**src/rtl/req_pending_latch.sv**
```systemverilog
// Sticky request latch feeding a priority encoder; grant registered under valid/ready, served bit retired.
// Latency: req_in -> pend_req next cycle -> gnt_valid the cycle after; grant held while gnt_ready is low.
module req_pending_latch #(
   parameter int N    = 8,
   parameter int IDXW = $clog2(N),
   parameter int CNTW = 8
) (
   input  logic            i_clk,
   input  logic            i_rst_n,
   input  logic            i_flush,
   input  logic [N-1:0]    i_req_in,
   output logic [N-1:0]    o_pend_req,
   input  logic [IDXW-1:0] i_enc_in,
   input  logic            i_enc_valid,
   output logic            o_gnt_valid,
   output logic [IDXW-1:0] o_gnt_idx,
   input  logic            i_gnt_ready,
   output logic            o_busy,
   output logic [CNTW-1:0] o_drop_cnt,
   output logic            o_err
);

   localparam int            PCW  = $clog2(N + 1);
   localparam int            SW   = ((CNTW > PCW) ? CNTW : PCW) + 1;
   localparam logic [IDXW:0] LP_N = (IDXW + 1)'(N);

   typedef enum logic {
      S_IDLE = 1'b0,
      S_HOLD = 1'b1
   } state_t;

   state_t          r_state;
   logic [N-1:0]    r_pend;
   logic            r_gnt_vld;
   logic [IDXW-1:0] r_gnt_idx;
   logic [CNTW-1:0] r_drop_cnt;
   logic            r_err;

   logic            w_handshake;
   logic            w_window;
   logic            w_in_range;
   logic            w_is_pend;
   logic            w_capture;
   logic            w_bad_enc;
   logic [N-1:0]    w_clr;
   logic [N-1:0]    w_kept;
   logic [N-1:0]    w_drop_vec;
   logic [N-1:0]    w_pend_nxt;
   logic [PCW-1:0]  w_drop_num;
   logic [SW-1:0]   w_drop_sum;
   logic [CNTW-1:0] w_drop_nxt;

   // The encoder result may only be taken when the grant register is free or being emptied.
   assign w_handshake = r_gnt_vld & i_gnt_ready;
   assign w_window    = (r_state == S_IDLE) | w_handshake;
   assign w_in_range  = ({1'b0, i_enc_in} < LP_N);
   assign w_is_pend   = w_in_range & r_pend[i_enc_in];
   assign w_capture   = i_enc_valid & w_is_pend & w_window;
   assign w_bad_enc   = i_enc_valid & ~w_is_pend & w_window;

   assign w_clr      = w_capture ? (N'(1) << i_enc_in) : '0;
   assign w_kept     = r_pend & ~w_clr;
   assign w_drop_vec = i_req_in & w_kept;
   assign w_pend_nxt = w_kept | i_req_in;

   always_comb begin
      w_drop_num = '0;
      for (int b = 0; b < N; b++) begin
         w_drop_num = w_drop_num + PCW'(w_drop_vec[b]);
      end
   end

   assign w_drop_sum = SW'(r_drop_cnt) + SW'(w_drop_num);
   assign w_drop_nxt = (|w_drop_sum[SW-1:CNTW]) ? {CNTW{1'b1}} : w_drop_sum[CNTW-1:0];

   always_ff @(posedge i_clk or negedge i_rst_n) begin
      if (!i_rst_n) begin
         r_pend     <= '0;
         r_drop_cnt <= '0;
         r_err      <= 1'b0;
      end else if (i_flush) begin
         r_pend     <= '0;
         r_drop_cnt <= '0;
         r_err      <= 1'b0;
      end else begin
         r_pend     <= w_pend_nxt;
         r_drop_cnt <= w_drop_nxt;
         if (w_bad_enc) begin
            r_err <= 1'b1;
         end
      end
   end

   // Flush keeps the last granted index so downstream debug still sees it.
   always_ff @(posedge i_clk or negedge i_rst_n) begin
      if (!i_rst_n) begin
         r_state   <= S_IDLE;
         r_gnt_vld <= 1'b0;
         r_gnt_idx <= '0;
      end else if (i_flush) begin
         r_state   <= S_IDLE;
         r_gnt_vld <= 1'b0;
      end else begin
         case (r_state)
            S_IDLE: begin
               if (w_capture) begin
                  r_state   <= S_HOLD;
                  r_gnt_vld <= 1'b1;
                  r_gnt_idx <= i_enc_in;
               end
            end
            S_HOLD: begin
               if (w_handshake) begin
                  if (w_capture) begin
                     r_gnt_idx <= i_enc_in;
                  end else begin
                     r_state   <= S_IDLE;
                     r_gnt_vld <= 1'b0;
                  end
               end
            end
            default: begin
               r_state   <= S_IDLE;
               r_gnt_vld <= 1'b0;
            end
         endcase
      end
   end

   assign o_pend_req  = r_pend;
   assign o_gnt_valid = r_gnt_vld;
   assign o_gnt_idx   = r_gnt_idx;
   assign o_busy      = (|r_pend) | r_gnt_vld;
   assign o_drop_cnt  = r_drop_cnt;
   assign o_err       = r_err;

endmodule

```
**config.mk**
```make
export PLATFORM = sky130hd
export DESIGN_NAME = req_pending_latch
export DESIGN_NICKNAME = d
export VERILOG_FILES = /design/src/rtl/req_pending_latch.sv
export SDC_FILE = /design/constraint.sdc
export NUM_CORES = 1
export LEC_CHECK = 0
export CORE_MARGIN = 2
export CORE_UTILIZATION = 52
export CTS_BUF_LIST = sky130_fd_sc_hd__clkbuf_16
export CTS_CLUSTER_DIAMETER = 40
export DETAILED_ROUTE_END_ITERATION = 6
export PLACE_DENSITY = 0.95
export SYNTH_ARGS = -nofsm -noshare
export SYNTH_HDL_FRONTEND = slang
export SYNTH_SLANG_ARGS = --single-unit
```
**constraint.sdc**
```tcl
create_clock -name i_clk -period 9.8 [get_ports i_clk]
set_clock_uncertainty 0.2 [all_clocks]
set_input_delay 1.47 -clock i_clk [delete_from_list [all_inputs] [get_ports i_clk]]
set_output_delay 1.47 -clock i_clk [all_outputs]
set_load 0.005 [all_outputs]
```
==> qor_table.md, run 1 <==
| Group | Result | This run |
| --- | --- | --- |
| worst setup path | Required time at the worst-slack endpoint | 9.70 ns |
| drt | Routed wirelength normalized by instance count | 16.4 µm |
| worst setup path | CP Cell Sequence | clkdlybuf4s50_1, mux2_2, a2bb2oi_4, nand3_2, o311a_1, fa_1, inv_1, fa_1, inv_1, fa_1, fa_1, fa_1, a21oi_1, o21ai_0, nor4bb_1, nor3_1 |
| cts | CTS sink cnt | 22 |
| global routing | GR Layer Usage met1 | 0.295 |
| die | Placement row count | 19 |
| yosys | Synthesized area divided by synthesized cell count | 10.2 µm² |
| yosys | Syn Std Cell Area | 1430 µm² |
| drt | Iteration-0 DRC count of the detailed router | 46 |
| yosys | Yosys warnings | 0 |
| global routing | Met2 GRT Util | 0.425 |
| cts | Clock tree root driver cell | sky130_fd_sc_hd__clkbuf_16 |
| pwr | Switching power as a share of total power | 0.306 |
| worst setup path | Critical Path Max Stage Delay | 0.74 ns |
| layout | Fraction of final layout cells with drive strength greater than 1 | 0.0791 |
| cts | CTS tree | done |
| die | DIE AREA | 3190 µm² |
| die | I/O pin total | 38 |
| sta | Highest Clock Rate | 149 MHz |
| pwr | Power per standard cell area | 171 nW/µm² |
| yosys | Top_reg_cell synth | sky130_fd_sc_hd__dfrtp_1 |
| drt | 1st-pass router iterations | 5 |
| flow run | Max-cap violation count | 0 |
| sta | Final number of hold-violating endpoints | 0 |
| global routing | Maximum number of pins on one net before global-route repair | 23 |
| worst setup path | Capturing element type of the critical path | flop |
| global routing | Wire length of the first global-routing pass | 6.05 mm |
| pwr | Leak pwr | 0.859 nW |
| place | Post-DP HPWL | 2.63 mm |
| place | Final GP Congestion | 0.829 |
| layout | Core occupancy in the finished layout | 0.706 |
| drt | Number of vias in the routed layout | 1,254 |
| yosys | Synthesized instance count | 140 |
| worst setup path | Crit path launch type | input port |
| die | Chip Width | 56.5 µm |
| cts | Buffers inserted by post-CTS timing repair | 0 |
| sta | Setup repair after global routing missed its margin | false |
| yosys | Portion of the post-synthesis area used by sequential elements | 0.384 |
| cts | Clock insertion delay at the later pin of the skew report | 0.25 ns |
| yosys | Largest cells by area after synthesis | sky130_fd_sc_hd__dfrtp_1 38%, sky130_fd_sc_hd__fa_1 7.0%, sky130_fd_sc_hd__ha_1 5.2%, sky130_fd_sc_hd__a21oi_1 4.5%, sky130_fd_sc_hd__nor2_1 3.7% |
| drt | Remaining number of nets flagged by the antenna check after routing | 0 |
| worst setup path | Critical-path cell with the highest stage delay | sky130_fd_sc_hd__clkdlybuf4s50_1 |
| pwr | Design internal power | 225 µW |
| sta | Slew Viols, Final | 0 |
| layout | Growth of design area from synthesis to finish | 32.4% |
| pwr | Sequential group share of total power | 0.357 |
| sta | Worst Max-Slew Pin Slew | 0.957 ns |
| cts | H-tree depth reported by CTS | 1 |
| outcome | Status | finished clean |
| yosys | Yosys top cell by area | sky130_fd_sc_hd__dfrtp_1 |
| layout | Final net count | 205 |
| hold path | Hold Crit Class | reg -> reg |
| layout | Area used by multi-input combinational logic | 813 µm² |
| global routing | Vias in the first global route | 1,321 |
| drt | Total wire length after detailed routing | 3.42 mm |
| pwr | Total design power | 324 µW |
| cts | Count of instances resized after the clock tree is built | 0 |
| yosys | Count of distinct cell types in the synthesized netlist | 44 |
| worst setup path | CP Buf/Inv Count | 3 |
| yosys | Post-synth top area share | 0.384 |
| worst setup path | CP most frequent cell | sky130_fd_sc_hd__fa_1 |
| pwr | Gate power share | 0.377 |
| yosys | Seq cells post-synth | 22 |
| sta | Max-Slew Margin vs Limit | 0.360 |
| yosys | Post-synthesis async set-or-reset flop share | 1.00 |
| cts | Reg clk slew, reported paths | 0.06 ns |
| die | Standard cell core area | 2690 µm² |
| die | Starting utilization of the core area | 0.533 |
| pwr | Total net switching power | 99.2 µW |
| global routing | Tot GR Track Use | 0.240 |
| worst setup path | Maximum fanout along the worst path | 11 |
| sta | Total Negative Setup Slacks | 0 ns |
| drt | Average via count per standard cell | 6.03 |
| layout | Filler instances | 207 |
| cts | Max clock buf depth | 2 |
| cts | Count of hold buffers inserted by post-cts repair | 0 |
| sta | Number of setup violations in the final report | 0 |
| layout | N_diodes | 0 |
| cts | Number of CTS-inserted buffers | 3 |
| global routing | Antenna violations before repair | 0 |
| sta | Final cycle utilization of the critical path | 0.686 |
| pwr | Max IR drop VDD | 153 µV |
| yosys | Total nets after synthesis | 167 |
| global routing | Grt peak-use layer | met2 |
| yosys | Count of flip-flops with a built-in enable after synthesis | 0 |
| sta | Min Clock Period, post-route | 6.72 ns |
| drt | DRC violations left | 0 |
| place | Number of buffers inserted by port buffering | 37 |
| global routing | Met3 Resource Use GR | 0.0392 |
| global routing | Grt ovf | 0 |
| worst setup path | Category of the most critical setup path | in -> reg |
| pwr | Relative contribution of the clock network to total power | 0.266 |
| worst setup path | Arr. time, crit path | 6.62 ns |
| die | Die height | 56.5 µm |
| layout | Register area | 551 µm² |
| worst setup path | Worst path top cell family by delay | adder cells |
==> worst reg2reg max path, cell delays in order (launching register included) <==
cell	delay, ns
sky130_fd_sc_hd__dfrtp_1	0.44
sky130_fd_sc_hd__mux2i_1	0.18
sky130_fd_sc_hd__a2bb2oi_4	0.29
sky130_fd_sc_hd__nand3_2	0.15
sky130_fd_sc_hd__o311a_1	0.34
sky130_fd_sc_hd__fa_1	0.50
sky130_fd_sc_hd__inv_1	0.07
sky130_fd_sc_hd__fa_1	0.54
sky130_fd_sc_hd__inv_1	0.06
sky130_fd_sc_hd__fa_1	0.50
sky130_fd_sc_hd__fa_1	0.47
sky130_fd_sc_hd__fa_1	0.42
sky130_fd_sc_hd__a21oi_1	0.21
sky130_fd_sc_hd__o21ai_0	0.22
sky130_fd_sc_hd__nor4bb_1	0.33
sky130_fd_sc_hd__nor3_1	0.09
==> area by class of cell <==
cell class,count,area share
Clock inverter,1,0.00198
Tap cell,31,0.0204
Sequential cell,22,0.290
Multi-Input combinational cell,102,0.429
Clock buffer,3,0.0396
Inverter,12,0.0237
Timing Repair Buffer,37,0.195
==> flip-flops by register name (all words and copies together), names as in the netlist <==
name / cells
r_state: 1
o_pend_req: 8
o_drop_cnt: 8
o_err: 1
o_gnt_valid: 1
o_gnt_idx: 3
==> power groups by stage <==
stage,Sequential (mW),Clock [mW],Combinational (mW)
3_5_place_dp,0.117,0,0.121
6_report,0.116,0.0863,0.122
4_1_cts,0.116,0.0874,0.123
5_1_grt,0.118,0.0903,0.137
2_1_floorplan,0.116,0,0.0696
3_3_place_gp,0.116,0,0.116
==> final timing paths <==
path                                     from             to  slack [ns]  cells past startpoint
worst max register to register  o_pend_req[3]  o_drop_cnt[7]        4.65                     15
min in group asynchronous             i_rst_n   o_gnt_idx[1]        1.55                      1
worst min-delay path                    o_err          o_err        0.31                      1
max in group asynchronous             i_rst_n  o_pend_req[0]        7.27                      1
worst min register to register          o_err          o_err        0.31                      1
worst max-delay path              i_enc_in[0]  o_drop_cnt[7]        3.08                     16
==> cell usage after synthesis, drive strengths merged, types with 2 or more instances <==
master / instances
o211a: 2
mux2: 4
a211oi: 5
o21ai: 5
nor2b: 3
fa: 5
mux2i: 3
ha: 6
buf: 2
a21oi: 13
inv: 12
dfrtp: 22
xnor2: 3
nand3: 5
nor2: 14
nand2: 6
nor3: 5
clkbuf: 2
==> metrics by stage <==
step / cell area (µm²) / hold slack (ns) / instances / worst slack [ns]
2_1_floorplan: 1430 / 0.304 / 140 / 3.92
3_3_place_gp: 1820 / 0.296 / 204 / 3.09
3_5_place_dp: 1820 / 0.301 / 204 / 2.83
4_1_cts: 1900 / 0.315 / 208 / 3.08
5_1_grt: 1900 / 0.338 / 208 / 2.77
6_report: 1900 / 0.312 / 208 / 3.08
==> layout by cell type (no fill, tap or decap), drive strengths merged, types with 2 or more instances in the layout <==
cell	n
a211oi	5
mux2	4
o21ai	5
o211a	2
nand2	6
inv	12
clkbuf	3
clkdlybuf4s50	37
mux2i	3
nor2b	3
dfrtp	22
nor2	14
ha	6
xnor2	3
nand3	5
fa	5
nor3	5
a21oi	13
==> per-layer routing <==
layer  vias up  routed length [µm]  part of all wire
met1       595                1380              0.40
met5         -                   0                 0
met2        66                1760              0.51
met4         0                  93             0.027
met3        17                 190             0.056
li1        576                   -                 -
==> cell families after synthesis <==
logic type,synth area share
DFF,0.384
and+or+nand+nor,0.171
adders and majority gates,0.122
buffers and inverters,0.0480
muxes,0.0603
AOI/OAI and AO/OA,0.196
xor gates and xnor gates,0.0183
Note: power is estimated with default switching activity, not from simulation.
==> inputs of run 2 (changes only) <==
--- a/config.mk
+++ b/config.mk
@@ -6,11 +6,11 @@
 export NUM_CORES = 1
 export LEC_CHECK = 0
 export CORE_MARGIN = 2
-export CORE_UTILIZATION = 52
+export CORE_UTILIZATION = 48
 export CTS_BUF_LIST = sky130_fd_sc_hd__clkbuf_16
 export CTS_CLUSTER_DIAMETER = 40
 export DETAILED_ROUTE_END_ITERATION = 6
-export PLACE_DENSITY = 0.95
+export PLACE_DENSITY = 0.91
 export SYNTH_ARGS = -nofsm -noshare
 export SYNTH_HDL_FRONTEND = slang
 export SYNTH_SLANG_ARGS = --single-unit
==> constraint.sdc (replaced) <==
create_clock -name i_clk -period 6.95 [get_ports i_clk]
set_clock_uncertainty 0.2 [all_clocks]
set_input_delay 1.0425 -clock i_clk [delete_from_list [all_inputs] [get_ports i_clk]]
set_output_delay 1.0425 -clock i_clk [all_outputs]
set_load 0.005 [all_outputs]
==> run 2 against run 1 <==
  * The flow now finishes with violations (design-rule violations)
  * Highest routed layer unchanged
  * Clock-buffer cell count is the same
  * Total power grew 40%
  * Die area grew 7.7%
  * Non-clock buffer count is the same
  * First-iteration DRC count grew 13%
  * Via count grew 0.48%
  * Register-to-register slack lost 2.9 ns
  * Largest cell class unchanged
==> qor_table.md, run 2 (synthesis results as in run 1) <==
| Group | Result | This run |
| --- | --- | --- |
| outcome | Status | finished, violations left |
| outcome | Violated checks | design-rule violations |
| sta | Worst Max-Slew Pin Slew | 0.985 ns |
| global routing | Antenna violations before repair | 0 |
| hold path | Hold Crit Class | reg -> reg |
| global routing | Tot GR Track Use | 0.227 |
| die | Placement row count | 19 |
| layout | Register area | 551 µm² |
| cts | Clock tree root driver cell | sky130_fd_sc_hd__clkbuf_16 |
| place | Post-DP HPWL | 2.61 mm |
| layout | Most frequent cells in the layout | 37 x sky130_fd_sc_hd__clkdlybuf4s50_1, 22 x sky130_fd_sc_hd__dfrtp_1, 14 x sky130_fd_sc_hd__nor2_1, 13 x sky130_fd_sc_hd__a21oi_1, 12 x sky130_fd_sc_hd__inv_1 |
| cts | Max clock buf depth | 2 |
| layout | Area used by multi-input combinational logic | 813 µm² |
| die | Starting utilization of the core area | 0.511 |
| layout | Filler instances | 226 |
| worst setup path | Maximum fanout along the worst path | 11 |
| cts | H-tree depth reported by CTS | 1 |
| cts | Number of CTS-inserted buffers | 3 |
| cts | CTS sink cnt | 22 |
| flow run | Max-cap violation count | 0 |
| die | Chip Width | 58.6 µm |
| pwr | Max IR drop VDD | 216 µV |
| worst setup path | Crit path launch type | input port |
| cts | Buffers inserted by post-CTS timing repair | 0 |
| worst setup path | Arr. time, crit path | 6.23 ns |
| sta | Slew Viols, Final | 0 |
| worst setup path | Capturing element type of the critical path | flop |
| worst setup path | Critical-path cell with the highest stage delay | sky130_fd_sc_hd__clkdlybuf4s50_1 |
| layout | Fraction of final layout cells with drive strength greater than 1 | 0.0795 |
| sta | Highest Clock Rate | 158 MHz |
| drt | DRC violations left | 5 |
| sta | Number of setup violations in the final report | 0 |
| layout | Most common library cell in the layout ignoring fill and taps | sky130_fd_sc_hd__clkdlybuf4s50_1 |
| global routing | Wire length of the first global-routing pass | 5.94 mm |
| drt | Total wire length after detailed routing | 3.37 mm |
| die | Die height | 58.6 µm |
| drt | 1st-pass router iterations | 6 |
| cts | Count of hold buffers inserted by post-cts repair | 0 |
| place | Number of buffers inserted by port buffering | 37 |
| worst setup path | CP Cell Sequence | clkdlybuf4s50_1, mux2_2, a2bb2oi_4, nand3_2, o311a_1, fa_1, inv_1, fa_1, inv_1, fa_1, fa_1, fa_1, a21oi_1, o21ai_0, nor4bb_1, nor3_1 |
| drt | Number of vias in the routed layout | 1,260 |
| worst setup path | CP Buf/Inv Count | 3 |
| layout | N_diodes | 0 |
| pwr | Power per standard cell area | 239 nW/µm² |
| place | Final GP Congestion | 0.817 |
| layout | Core occupancy in the finished layout | 0.675 |
| sta | Max-Slew Margin vs Limit | 0.341 |
| die | DIE AREA | 3440 µm² |
| worst setup path | Critical Path Max Stage Delay | 0.74 ns |
| sta | Min Clock Period, post-route | 6.33 ns |
| drt | Iteration-0 DRC count of the detailed router | 52 |
| cts | Reg clk slew, reported paths | 0.06 ns |
| cts | CTS tree | done |
| worst setup path | Category of the most critical setup path | in -> reg |
| sta | Total Negative Setup Slacks | 0 ns |
| layout | Growth of design area from synthesis to finish | 32.1% |
| pwr | Leak pwr | 0.857 nW |
| global routing | Maximum number of pins on one net before global-route repair | 23 |
| sta | Final cycle utilization of the critical path | 0.911 |
| drt | Average via count per standard cell | 6.09 |
| global routing | Vias in the first global route | 1,318 |
| cts | Count of instances resized after the clock tree is built | 0 |
| sta | Setup repair after global routing missed its margin | false |
| global routing | Grt ovf | 0 |
| sta | Final number of hold-violating endpoints | 0 |
| worst setup path | Required time at the worst-slack endpoint | 6.84 ns |
| cts | Clock insertion delay at the later pin of the skew report | 0.25 ns |
| worst setup path | Worst path top cell family by delay | adder cells |
| die | Standard cell core area | 2810 µm² |
| die | I/O pin total | 38 |
| worst setup path | CP most frequent cell | sky130_fd_sc_hd__fa_1 |
| drt | Remaining number of nets flagged by the antenna check after routing | 0 |
| layout | Final net count | 205 |
| drt | Routed wirelength normalized by instance count | 16.3 µm |
[run 2: cell type report]
class / instances / area share
multi-input cells: 102 / 0.430
flip-flops and latches: 22 / 0.291
repair buffers: 37 / 0.196
clock buffers: 3 / 0.0397
inverters: 12 / 0.0238
well taps: 31 / 0.0205
[run 2: final timing paths]
path                          startpoint       endpoint  slack, ns  depth (start not counted)
min in group asynchronous        i_rst_n  o_drop_cnt[3]       1.14                          1
min                         o_gnt_idx[0]   o_gnt_idx[0]       0.31                          1
max in group asynchronous        i_rst_n  o_pend_req[5]       4.82                          1
max reg2reg                o_pend_req[7]  o_drop_cnt[7]       1.76                         15
max                          i_enc_in[0]  o_drop_cnt[7]       0.62                         16
min reg2reg                 o_gnt_idx[0]   o_gnt_idx[0]       0.31                          1
[run 2: through the flow]
| stage | hold slack [ns] | setup slack, ns | std cells | cell area (µm²) | total power [mW] |
|---|---|---|---|---|---|
| 6_report | 0.307 | 0.616 | 207 | 1890 | 0.453 |
| 3_3_place_gp | 0.296 | 0.662 | 204 | 1820 | 0.328 |
| 4_1_cts | 0.314 | 0.672 | 207 | 1890 | 0.457 |
| 2_1_floorplan | 0.304 | 1.50 | 140 | 1430 | 0.262 |
| 5_1_grt | 0.339 | 0.351 | 207 | 1890 | 0.487 |
| 3_5_place_dp | 0.297 | 0.405 | 204 | 1820 | 0.335 |
[run 2: worst reg2reg max path, cell delays in order, from the launching register on]
cell                        delay (ns)
sky130_fd_sc_hd__dfrtp_1          0.43
sky130_fd_sc_hd__mux2_2           0.22
sky130_fd_sc_hd__a2bb2oi_4        0.24
sky130_fd_sc_hd__nand3_2          0.14
sky130_fd_sc_hd__o311a_1          0.33
sky130_fd_sc_hd__fa_1             0.49
sky130_fd_sc_hd__inv_1            0.06
sky130_fd_sc_hd__fa_1             0.53
sky130_fd_sc_hd__inv_1            0.06
sky130_fd_sc_hd__fa_1             0.51
sky130_fd_sc_hd__fa_1             0.47
sky130_fd_sc_hd__fa_1             0.42
sky130_fd_sc_hd__a21oi_1          0.26
sky130_fd_sc_hd__o21ai_0          0.24
sky130_fd_sc_hd__nor4bb_1         0.33
sky130_fd_sc_hd__nor3_1           0.10
[run 2: where the power goes]
part	internal (mW)	total [mW]	leakage, nW	switching (mW)
sequential	0.147	0.163	0.285	0.0156
combinational	0.0924	0.171	0.536	0.0786
clock	0.0759	0.119	0.0370	0.0427
[run 2: routing by layer]
layer,track usage,up-vias,wire (µm)
li1,-,575,-
met1,0.297,609,1370
met2,0.368,61,1670
met3,0.0286,15,204
met4,0.120,0,124
met5,0,-,0
